===== config.mk =====
export PLATFORM = sky130hd
export DESIGN_NAME = sixteen_adder
export DESIGN_NICKNAME = d
export VERILOG_FILES = /design/src/rtl/sixteen_adder_pkg.sv /design/src/rtl/sixteen_adder_cla4_group.sv /design/src/rtl/sixteen_adder.sv
export SDC_FILE = /design/constraint.sdc
export NUM_CORES = 1
export LEC_CHECK = 0
export CAP_MARGIN = 20
export CORE_MARGIN = 2
export CORE_UTILIZATION = 40
export DETAILED_ROUTE_END_ITERATION = 16
export PLACE_DENSITY = 0.89
export SLEW_MARGIN = 5
export SYNTH_ARGS = -nofsm -noshare
export SYNTH_HDL_FRONTEND = slang
export SYNTH_SLANG_ARGS = --single-unit

===== constraint.sdc =====
create_clock -name clk -period 0.8 [get_ports clk]
set_input_delay 0.16 -clock clk [delete_from_list [all_inputs] [get_ports clk]]
set_output_delay 0.16 -clock clk [all_outputs]
set_load 0.005 [all_outputs]

===== src/rtl/sixteen_adder_pkg.sv =====
// rtl/sixteen_adder_pkg.sv - shared width constants for the 16-bit lookahead adder
//
// Purpose : single place for the datapath width and lookahead group size.
// Ports   : none (package).
package sixteen_adder_pkg;

    localparam int WIDTH   = 16;
    localparam int GROUP   = 4;
    localparam int NGROUPS = WIDTH / GROUP;

endpackage


===== src/rtl/sixteen_adder_cla4_group.sv =====
// rtl/sixteen_adder_cla4_group.sv - 4-bit carry-lookahead group for the 16-bit adder
//
// Purpose : first-level lookahead. Produces the four sum bits from the group
//           carry-in, plus group generate/propagate for the second level.
// Ports   : a[3:0], b[3:0] - operand slices
//           ci             - carry into the least significant bit of the group
//           s[3:0]         - sum bits of the group
//           G              - group generate (group makes a carry on its own)
//           P              - group propagate (group passes ci straight through)
module sixteen_adder_cla4_group
    import sixteen_adder_pkg::*;
(
    input  logic [GROUP-1:0] a,
    input  logic [GROUP-1:0] b,
    input  logic             ci,
    output logic [GROUP-1:0] s,
    output logic             G,
    output logic             P
);

    logic [GROUP-1:0] w_g;
    logic [GROUP-1:0] w_p;
    logic [GROUP-1:0] w_c;

    assign w_g = a & b;
    assign w_p = a ^ b;

    // Internal carries are flattened sums of products so no carry depends on
    // the carry of a lower bit in the group.
    assign w_c[0] = ci;
    assign w_c[1] = w_g[0]
                  | (w_p[0] & ci);
    assign w_c[2] = w_g[1]
                  | (w_p[1] & w_g[0])
                  | (w_p[1] & w_p[0] & ci);
    assign w_c[3] = w_g[2]
                  | (w_p[2] & w_g[1])
                  | (w_p[2] & w_p[1] & w_g[0])
                  | (w_p[2] & w_p[1] & w_p[0] & ci);

    assign s = w_p ^ w_c;

    // Group terms exclude ci; the second-level unit folds the carry-in in.
    assign G = w_g[3]
             | (w_p[3] & w_g[2])
             | (w_p[3] & w_p[2] & w_g[1])
             | (w_p[3] & w_p[2] & w_p[1] & w_g[0]);
    assign P = &w_p;

endmodule


===== src/rtl/sixteen_adder.sv =====
// rtl/sixteen_adder.sv - registered 16-bit two-level carry-lookahead adder
//
// Purpose : {Cout, S} <= A + B + Cin on every rising clk edge (one-cycle latency,
//           one add per cycle). Four 4-bit lookahead groups plus a second-level
//           lookahead unit for the group carries.
// Ports   : clk   - rising-edge clock
//           rst_n - asynchronous active-low reset; clears S and Cout at once
//           A, B  - 16-bit unsigned operands
//           Cin   - carry into bit 0
//           S     - registered sum bits [15:0]
//           Cout  - registered carry out of bit 15
module sixteen_adder
    import sixteen_adder_pkg::*;
(
    input  logic             clk,
    input  logic             rst_n,
    input  logic [WIDTH-1:0] A,
    input  logic [WIDTH-1:0] B,
    input  logic             Cin,
    output logic [WIDTH-1:0] S,
    output logic             Cout
);

    logic [NGROUPS-1:0] w_grp_g;
    logic [NGROUPS-1:0] w_grp_p;
    logic [NGROUPS-1:0] w_grp_ci;   // carry into each group: Cin, c4, c8, c12
    logic               w_c16;
    logic [WIDTH-1:0]   w_sum;

    logic [WIDTH-1:0]   r_s;
    logic               r_cout;

    for (genvar k = 0; k < NGROUPS; k++) begin : g_grp
        sixteen_adder_cla4_group u_grp (
            .a  (A[k*GROUP +: GROUP]),
            .b  (B[k*GROUP +: GROUP]),
            .ci (w_grp_ci[k]),
            .s  (w_sum[k*GROUP +: GROUP]),
            .G  (w_grp_g[k]),
            .P  (w_grp_p[k])
        );
    end

    // Second-level lookahead: every group carry is a direct function of Cin
    // and the group G/P terms, so the path Cin -> c16 is two AND-OR levels deep
    // instead of a 16-bit ripple.
    assign w_grp_ci[0] = Cin;
    assign w_grp_ci[1] = w_grp_g[0]
                       | (w_grp_p[0] & Cin);
    assign w_grp_ci[2] = w_grp_g[1]
                       | (w_grp_p[1] & w_grp_g[0])
                       | (w_grp_p[1] & w_grp_p[0] & Cin);
    assign w_grp_ci[3] = w_grp_g[2]
                       | (w_grp_p[2] & w_grp_g[1])
                       | (w_grp_p[2] & w_grp_p[1] & w_grp_g[0])
                       | (w_grp_p[2] & w_grp_p[1] & w_grp_p[0] & Cin);
    assign w_c16       = w_grp_g[3]
                       | (w_grp_p[3] & w_grp_g[2])
                       | (w_grp_p[3] & w_grp_p[2] & w_grp_g[1])
                       | (w_grp_p[3] & w_grp_p[2] & w_grp_p[1] & w_grp_g[0])
                       | (w_grp_p[3] & w_grp_p[2] & w_grp_p[1] & w_grp_p[0] & Cin);

    always_ff @(posedge clk or negedge rst_n) begin
        if (!rst_n) begin
            r_s    <= '0;
            r_cout <= 1'b0;
        end else begin
            r_s    <= w_sum;
            r_cout <= w_c16;
        end
    end

    assign S    = r_s;
    assign Cout = r_cout;

endmodule


# Word level (Yosys, flattened, before mapping)

Index checks and enable logic that the tools add are counted.

Word-level logic and storage cells: 136
Flip-flop bits (word level): 17

Bitwise logic cells: 130
Reductions and logical operators: 4

Operators with widths:

| cell             | number |
|---|---|
| $and 1x1->1      | 72 |
| $or 1x1->1       | 46 |
| $xor 4x4->4      | 8 |
| $and 4x4->4      | 4 |
| $reduce_and 4->1 | 4 |

# Logic depth before layout (Yosys ltp)

Depth in word-level cells: 12
Gate-level depth with buffers: 8
Mapped depth without buffers: 8

# Modules after synthesis

Synthesis repeated with hierarchy kept, for this count alone.

Cells, all modules: 110
Area total of the unflattened synthesis: 1,194.9 µm²

By module, submodules not included:

| module                   | area each (µm²) | times used | sequential area each (µm²) | cells each |
|---|---|---|---|---|
| sixteen_adder_cla4_group | 182.7           | 4          | 0.0                        | 22 |
| sixteen_adder            | 464.2           | 1          | 425.4                      | 22 |

# Least setup slack after synthesis

Ideal clock, no wire load.

Path type: input -> register
Start point: input port A[0]
End point: register r_s[12], in the netlist S[12]
Library setup time: 64 ps
Path buffers: 0
Arrival: 1,811 ps
Stages: 8
Required time: 736 ps
Slack: -1,075 ps
Cells stage by stage: ha_1 -> a211oi_2 -> o21ai_0 -> a21oi_1 -> o21ai_0 -> a21oi_1 -> fa_1 -> inv_1

Longest elaborated chain between the ends: 7
Elaborated cells on any way between the ends: 11
Classes of those cells: 10 x bitwise; 1 x reduce/logical

RTL lines:

| element                       | line                           | source |
|---|---|---|
| start, declared               | sixteen_adder.sv:17            | `input logic [WIDTH-1:0] A,` |
| $and 4x4->4                   | sixteen_adder_cla4_group.sv:25 | `assign w_g = a & b;` |
| $and 1x1->1                   | sixteen_adder_cla4_group.sv:47 | `\| (w_p[3] & w_p[2] & w_p[1] & w_g[0]);` |
| $or 1x1->1                    | sixteen_adder_cla4_group.sv:47 |  |
| $and 1x1->1                   | sixteen_adder.sv:55            | `\| (w_grp_p[2] & w_grp_p[1] & w_grp_g[0])` |
| $or 1x1->1                    | sixteen_adder.sv:55            |  |
| $or 1x1->1 *                  | sixteen_adder.sv:56            | `\| (w_grp_p[2] & w_grp_p[1] & w_grp_p[0] & Cin);` |
| $xor 4x4->4 *                 | sixteen_adder_cla4_group.sv:41 | `assign s = w_p ^ w_c;` |
| named net g_grp[3].u_grp.s[0] | sixteen_adder_cla4_group.sv:16 | `output logic [GROUP-1:0] s,` |
| end signal, assigned          | sixteen_adder.sv:68            | `r_s <= w_sum;` |
| end, declared                 | sixteen_adder.sv:30            | `logic [WIDTH-1:0] r_s;` |

The timed path passes the listed nets; every way through them passes the cells marked *.

# Worst setup path after layout

Start point: input port B[0]
End point: register r_s[12], in the netlist S[12]

Longest elaborated chain between the ends: 7
Elaborated cells on any way between the ends: 11
Classes of those cells: 10 x bitwise; 1 x reduce/logical

RTL lines:

| element                       | line                           | source |
|---|---|---|
| start, declared               | sixteen_adder.sv:18            | `input logic [WIDTH-1:0] B,` |
| $and 4x4->4                   | sixteen_adder_cla4_group.sv:25 |  |
| $and 1x1->1                   | sixteen_adder_cla4_group.sv:47 |  |
| $or 1x1->1                    | sixteen_adder_cla4_group.sv:47 |  |
| $and 1x1->1                   | sixteen_adder.sv:55            |  |
| $or 1x1->1                    | sixteen_adder.sv:55            |  |
| $or 1x1->1 *                  | sixteen_adder.sv:56            |  |
| $xor 4x4->4 *                 | sixteen_adder_cla4_group.sv:41 |  |
| named net g_grp[3].u_grp.s[0] | sixteen_adder_cla4_group.sv:16 |  |

Marked as above.

==> flow_summary.ini <==
[outcome]
status = complete, but fails checks
failed_checks = negative setup slack

[layout]
final.fill_count = 125
layout-area-overhead-vs-synth_pct = 100
layout.nets = 240
insertedDiodeCount = 0
drive_gt1_frac = 0.620
instances_no_fill = 214
postLayoutCoreUtil = 0.861

[routing]
wire_per_inst_um = 18.5
postRouteAntennaNets = 0
drt_first_iter_violations = 7
vias = 1119
drc = 0
wirelength_mm = 3.95
number_of_detailed_routing_iterations_run_before_antenna_repair = 4
drt-vias-per-instance = 5.23

[cts]
clk_pin_slew_ps = 110
cts.path.max_buffers = 2
ctsHoldBuffers = 0
clkSinkCount = 17
cts_buffers = 3
clock_root_cell = clkbuf_4
clock_tree_from_tritoncts = done
deepest_level_of_the_cts_h_tree = 1

[floorplanning]
floorplan.initialDensity = 0.430
die_w_um = 56.1
design.die.area_mm2 = 0.00314
placeableCoreArea_mm2 = 0.00252
num_rows = 18
die_height_um = 56.1
ioPinCount = 52

[setup_path]
worst_endpoint_required_time_ps = 1060
critPathArrivalTime_ps = 1860
critPathMaxStageDelay_ps = 460
path_cells = buf_8 > ha_4 > a211oi_4 > o21ai_2 > a21oi_2 > o21ai_2 > a21oi_2 > fa_2 > inv_2
critical_path.max_fanout = 2
startpoint_type = input pin
timing_worst_setup_path_type = input pin to flip-flop
timing.critical_path.to_type = flip-flop
slowest_stage = fa_2

[place]
dpl.cell_count = 202
detailed_place_hpwl_mm = 2.48
numPortBuffers = 51
place.gp.congestion = 0.862

[run]
max_cap_viol_count = 0

[sta]
slew_viol_final = 0
worst_pin_slew_ps = 299
final_min_period_over_clock_period = 2.00
slew_headroom = 0.799
crit_path_setup_slack_layout_ps = -802
final_hold_viol_count = 0
hold_slack_ps = 181
grt_setup_unrepaired = true
finalWorstPathRequiredPeriod_ps = 1600
max_clock_freq_mhz = 624
setup_viol = 31

[synthesis]
yosys_warnings = 0
synth.yosys.seq_area_share = 0.392
post_synth_instance_area_mm2 = 0.00108
synthesis.nets = 154
avgSynthCellArea_um2 = 11.0
netlist_instances = 99
yosys.cell_types.count = 23
synth_seq_cells = 17

[power_and_ir_drop]
vdd.ir_drop.worst_v = 0.00135
p_sw_uw = 1050
power_frac_comb = 0.496
leakagePower_uw = 0.000985
pwr_density_cell_mw_per_mm2 = 1440
seq_power_share = 0.346
power_report.internal_total_uw = 2080
p_sw_frac = 0.337
clkPwrFrac = 0.158

[min_path]
worst_hold_path_class = input pin to asynchronous set/reset pin

[grt]
grt_max_degree = 18
global_route.usage.total = 0.249
via_count_of_the_first_global_routing_pass = 1269
grt_overflow_total = 0
antenna_found_initial = 0
first_pass_grt_wire_length_mm = 5.90
==> how the worst max path moves through the flow <==
stage,from,to,slack (ps)
2_1_floorplan,B[5],S[12],-940
3_3_place_gp,A[0],S[12],-1450
3_5_place_dp,B[0],S[12],-1560
4_1_cts,B[0],S[12],-790
5_1_grt,B[0],S[12],-800
6_report,B[0],S[12],-800
==> logic make-up after synthesis <==
group	count (synthesis)	share of synthesized area
fa+ha+maj	20	0.258
compound gates	24	0.150
buf+inv	12	0.0415
xor+xnor	12	0.0969
simple gates	14	0.0611
flops	17	0.392
==> state kept, by name (all words and copies together), names as in the netlist <==
name and cells:
S 16, Cout 1
==> repair_timing <==
item                                    4_1_cts  5_1_grt
setup buffers                                 7        2
gates resized for setup                     194        9
pin swaps                                    31       10
endpoints found under the setup margin       34       31
==> through the flow <==
step	setup TNS [ps]	cell area, µm²	power, µW	worst slack [ps]
3_3_place_gp	-22400	1960	2380	-1450
2_1_floorplan	-8980	1230	1620	-945
3_5_place_dp	-23920	1960	2460	-1560
6_report	-11800	2170	3130	-802
5_1_grt	-12470	2170	3290	-804
4_1_cts	-11040	2110	2980	-789
==> area by class of cell <==
cell class / instances / area (µm²) / area share
Tap cell: 30 / 37.5 / 0.0173
Sequential cell: 17 / 425 / 0.196
Multi-Input combinational cell: 70 / 968 / 0.446
Timing Repair Buffer: 81 / 658 / 0.303
Clock buffer: 4 / 26.3 / 0.0121
Inverter: 12 / 55.1 / 0.0254
==> cell usage after synthesis <==
library cell	instances	share of area
o21bai_2	1	0.010
nand3_1	2	0.0092
fa_1	4	0.074
a31oi_1	1	0.0058
nand2_1	4	0.014
xor2_1	5	0.040
a21o_1	2	0.014
o21ai_0	5	0.023
ha_1	16	0.18
o21bai_1	1	0.0069
a21oi_1	9	0.042
inv_1	12	0.042
a31o_2	1	0.0081
o211ai_1	1	0.0069
nor3_1	3	0.014
a21oi_2	1	0.0081
xnor2_1	7	0.057
a2111oi_2	1	0.014
a211oi_2	1	0.012
dfrtp_1	17	0.39
and3b_1	1	0.0081
and3_1	1	0.0058
nor2_1	3	0.010
==> cell usage in the layout (no fill, tap or decap), types with 3 or more instances in the layout <==
| master | instances |
|---|---|
| a21oi_2 | 6 |
| buf_2 | 24 |
| buf_4 | 24 |
| buf_6 | 14 |
| clkbuf_4 | 3 |
| clkdlybuf4s50_1 | 9 |
| dfrtp_1 | 17 |
| dlygate4sd2_1 | 6 |
| fa_2 | 4 |
| ha_1 | 3 |
| ha_4 | 13 |
| inv_1 | 9 |
| xnor2_1 | 7 |
| xor2_1 | 3 |
==> routing by layer <==
metal / track usage / routed length [µm]
met5: 0 / 0
met3: 0.0465 / 172
met4: 0.0918 / 181
met2: 0.514 / 2250
met1: 0.233 / 1350
==> power groups by stage <==
stage	clock network, µW	registers, µW	logic (µW)
6_report	496	1080	1550
5_1_grt	541	1100	1660
4_1_cts	490	1080	1410
3_5_place_dp	0	1110	1350
3_3_place_gp	0	1100	1280
2_1_floorplan	0	1120	500
==> worst max-delay path, delay by kind of cell <==
kind | cells | cell delay, ps
AOI/OAI and AO/OA | 5 | 850
buffers and inverters | 2 | 160
adders and majority gates | 2 | 700
No activity file was read; power rests on OpenSTA's default activity.
==> RTL edit (config.mk and constraints unchanged) <==
Register the inputs `A`, `B` and `Cin` before use, with the module's reset. The logic sees them one clock later. Comments in the files are not updated.
--- a/src/rtl/sixteen_adder.sv
+++ b/src/rtl/sixteen_adder.sv
@@ -21,6 +21,22 @@
     output logic             Cout
 );
 
+    logic [WIDTH-1:0] A_q;
+    logic [WIDTH-1:0] B_q;
+    logic Cin_q;
+
+    always_ff @(posedge clk or negedge rst_n) begin
+        if (!rst_n) begin
+            A_q   <= '0;
+            B_q   <= '0;
+            Cin_q <= '0;
+        end else begin
+            A_q   <= A;
+            B_q   <= B;
+            Cin_q <= Cin;
+        end
+    end
+
     logic [NGROUPS-1:0] w_grp_g;
     logic [NGROUPS-1:0] w_grp_p;
     logic [NGROUPS-1:0] w_grp_ci;   // carry into each group: Cin, c4, c8, c12
@@ -32,8 +48,8 @@
 
     for (genvar k = 0; k < NGROUPS; k++) begin : g_grp
         sixteen_adder_cla4_group u_grp (
-            .a  (A[k*GROUP +: GROUP]),
-            .b  (B[k*GROUP +: GROUP]),
+            .a  (A_q[k*GROUP +: GROUP]),
+            .b  (B_q[k*GROUP +: GROUP]),
             .ci (w_grp_ci[k]),
             .s  (w_sum[k*GROUP +: GROUP]),
             .G  (w_grp_g[k]),
@@ -44,21 +60,21 @@
     // Second-level lookahead: every group carry is a direct function of Cin
     // and the group G/P terms, so the path Cin -> c16 is two AND-OR levels deep
     // instead of a 16-bit ripple.
-    assign w_grp_ci[0] = Cin;
+    assign w_grp_ci[0] = Cin_q;
     assign w_grp_ci[1] = w_grp_g[0]
-                       | (w_grp_p[0] & Cin);
+                       | (w_grp_p[0] & Cin_q);
     assign w_grp_ci[2] = w_grp_g[1]
                        | (w_grp_p[1] & w_grp_g[0])
-                       | (w_grp_p[1] & w_grp_p[0] & Cin);
+                       | (w_grp_p[1] & w_grp_p[0] & Cin_q);
     assign w_grp_ci[3] = w_grp_g[2]
                        | (w_grp_p[2] & w_grp_g[1])
                        | (w_grp_p[2] & w_grp_p[1] & w_grp_g[0])
-                       | (w_grp_p[2] & w_grp_p[1] & w_grp_p[0] & Cin);
+                       | (w_grp_p[2] & w_grp_p[1] & w_grp_p[0] & Cin_q);
     assign w_c16       = w_grp_g[3]
                        | (w_grp_p[3] & w_grp_g[2])
                        | (w_grp_p[3] & w_grp_p[2] & w_grp_g[1])
                        | (w_grp_p[3] & w_grp_p[2] & w_grp_p[1] & w_grp_g[0])
-                       | (w_grp_p[3] & w_grp_p[2] & w_grp_p[1] & w_grp_p[0] & Cin);
+                       | (w_grp_p[3] & w_grp_p[2] & w_grp_p[1] & w_grp_p[0] & Cin_q);
 
     always_ff @(posedge clk or negedge rst_n) begin
         if (!rst_n) begin
Behaviour: not the same (Yosys sat finds a counterexample within 4 cycles, from zero or initial values and one cycle with rst_n low).
==> RTL edit against the original RTL <==
The flow still finishes with violations (setup timing). Worst hold slack better by 110 ps. Synthesized cell count rose by 33%. Power rose by 79%. Cell area increased by 34%. Critical endpoint unchanged. Sequential power grew to 2.7 times the old value. Sequential cell count up 33. Wire length down 10%. Setup slack lost 400 ps. Synthesized area increased by 76%. Core utilization fell by 23 points.
==> RTL edit: results (changes against the original RTL) <==
STA
  • Sum of negative setup slack: -18,580 ps (-6780 ps)
  • Worst path setup slack after routing: -1200 ps (-398 ps)
  • Number of failing setup endpoints in the final timing report: 34 (+9.7%)
  • Actual slew at the worst max-slew pin: 273 ps (-26.3 ps)

Outcome
  • Result of the run: finished with violations
  • Violated checks: setup timing

Logic synthesis
  • Synthesized-area fraction occupied by adder cells: 14.7% (-11 points)
  • Area fraction in compound gates after synthesis: 8.51% (-6.5 points)
  • XOR/XNOR Fraction of Synth Area: 5.50% (-4.2 points)
  • Average cell area after synthesis: 14.5 sq um (+32%)
  • Top cells by area, synth: sky130_fd_sc_hd__dfrtp_1 (65%), sky130_fd_sc_hd__ha_1 (10%), sky130_fd_sc_hd__fa_1 (4.2%), sky130_fd_sc_hd__xnor2_1 (3.2%), sky130_fd_sc_hd__a21oi_1 (2.4%)
  • Net count after synthesis: 187 (+21%)

Place
  • Post-placement worst setup slack: -1420 ps (+140 ps)
  • Detailed placer's ending HPWL: 2.68 mm (+8.2%)
  • Global placement routability congestion: 0.819 (-5.0%)
  • Total placed instance area: 0.00273 sq mm (+39%)

Worst setup path
  • Worst EP arrival: 2240 ps (+380 ps)

Final layout
  • Clock-cell share: 3.35% (+2.1 points)
  • FF+latch count: 50 (+33)

Route
  • Post-Route WL: 3.56 mm (-10%)

Min path
  • Path category of the worst min-delay check: primary input to flip-flop

Clocking
  • Number of buffers created by CTS: 5 (+2)
  • Number of setup buffers added after CTS: 3 (-4)
  • CTS hold repair buffers: 1 (+1)

Power
  • Peak ir drop on the vdd network: 1120 uV (-17%)

GRT
  • Tot GR Track Use: 15.2% (-9.7 points)
  • Largest net degree at the start of global routing: 51 (+33)
  • Via count of the first global-routing pass: 1,378 (+8.6%)
  • Wire length of the first global-routing pass: 6.02 mm (+2.1%)
-- RTL edit: worst paths after layout --
| check | start | end | slack, ps | depth (start not counted) |
|---|---|---|---|---|
| worst max-delay path | A_q[0] | S[12] | -1200 | 8 |
| worst min-delay path | B[13] | B_q[13] | 290 | 1 |
| worst max register to register | A_q[0] | S[12] | -1200 | 8 |
| worst min register to register | B_q[15] | Cout | 590 | 2 |
| max in group asynchronous | rst_n | B_q[3] | 180 | 3 |
| min in group asynchronous | rst_n | B_q[6] | 380 | 3 |
-- RTL edit: report_power, final --
part           switching [mW]  leakage (nW)  internal, mW  total, mW
Combinational           0.543         0.701         0.725       1.27
Sequential             0.0920         0.583          2.78       2.88
Clock                   0.829        0.0502         0.647       1.48
Total                    1.46          1.33          4.16       5.62
-- RTL edit: through the flow --
step | util (%) | hold slack, ps
6_report | 62.6 | 288
3_5_place_dp | 58.6 | 165
2_1_floorplan | - | -136
5_1_grt | 62.6 | 271
4_1_cts | 61.5 | 278
3_3_place_gp | 58.6 | 159
-- RTL edit: layer usage --
metal | part of all wire (%) | vias to the layer above | global-route usage, %
met4 | 0.70 | 0 | 3.70
met2 | 60 | 35 | 29.6
met5 | 0 | - | 0
met1 | 34 | 620 | 15.4
li1 | - | 612 | -
met3 | 5.6 | 4 | 4.70
-- RTL edit: critical path, cell delays in order (launching register included) --
cell                       delay [ps]
sky130_fd_sc_hd__dfrtp_1          430
sky130_fd_sc_hd__ha_4             270
sky130_fd_sc_hd__a211oi_4         240
sky130_fd_sc_hd__o21ai_2          100
sky130_fd_sc_hd__a21oi_2          190
sky130_fd_sc_hd__o21ai_2          100
sky130_fd_sc_hd__a21oi_2          160
sky130_fd_sc_hd__fa_1             420
sky130_fd_sc_hd__inv_1             60
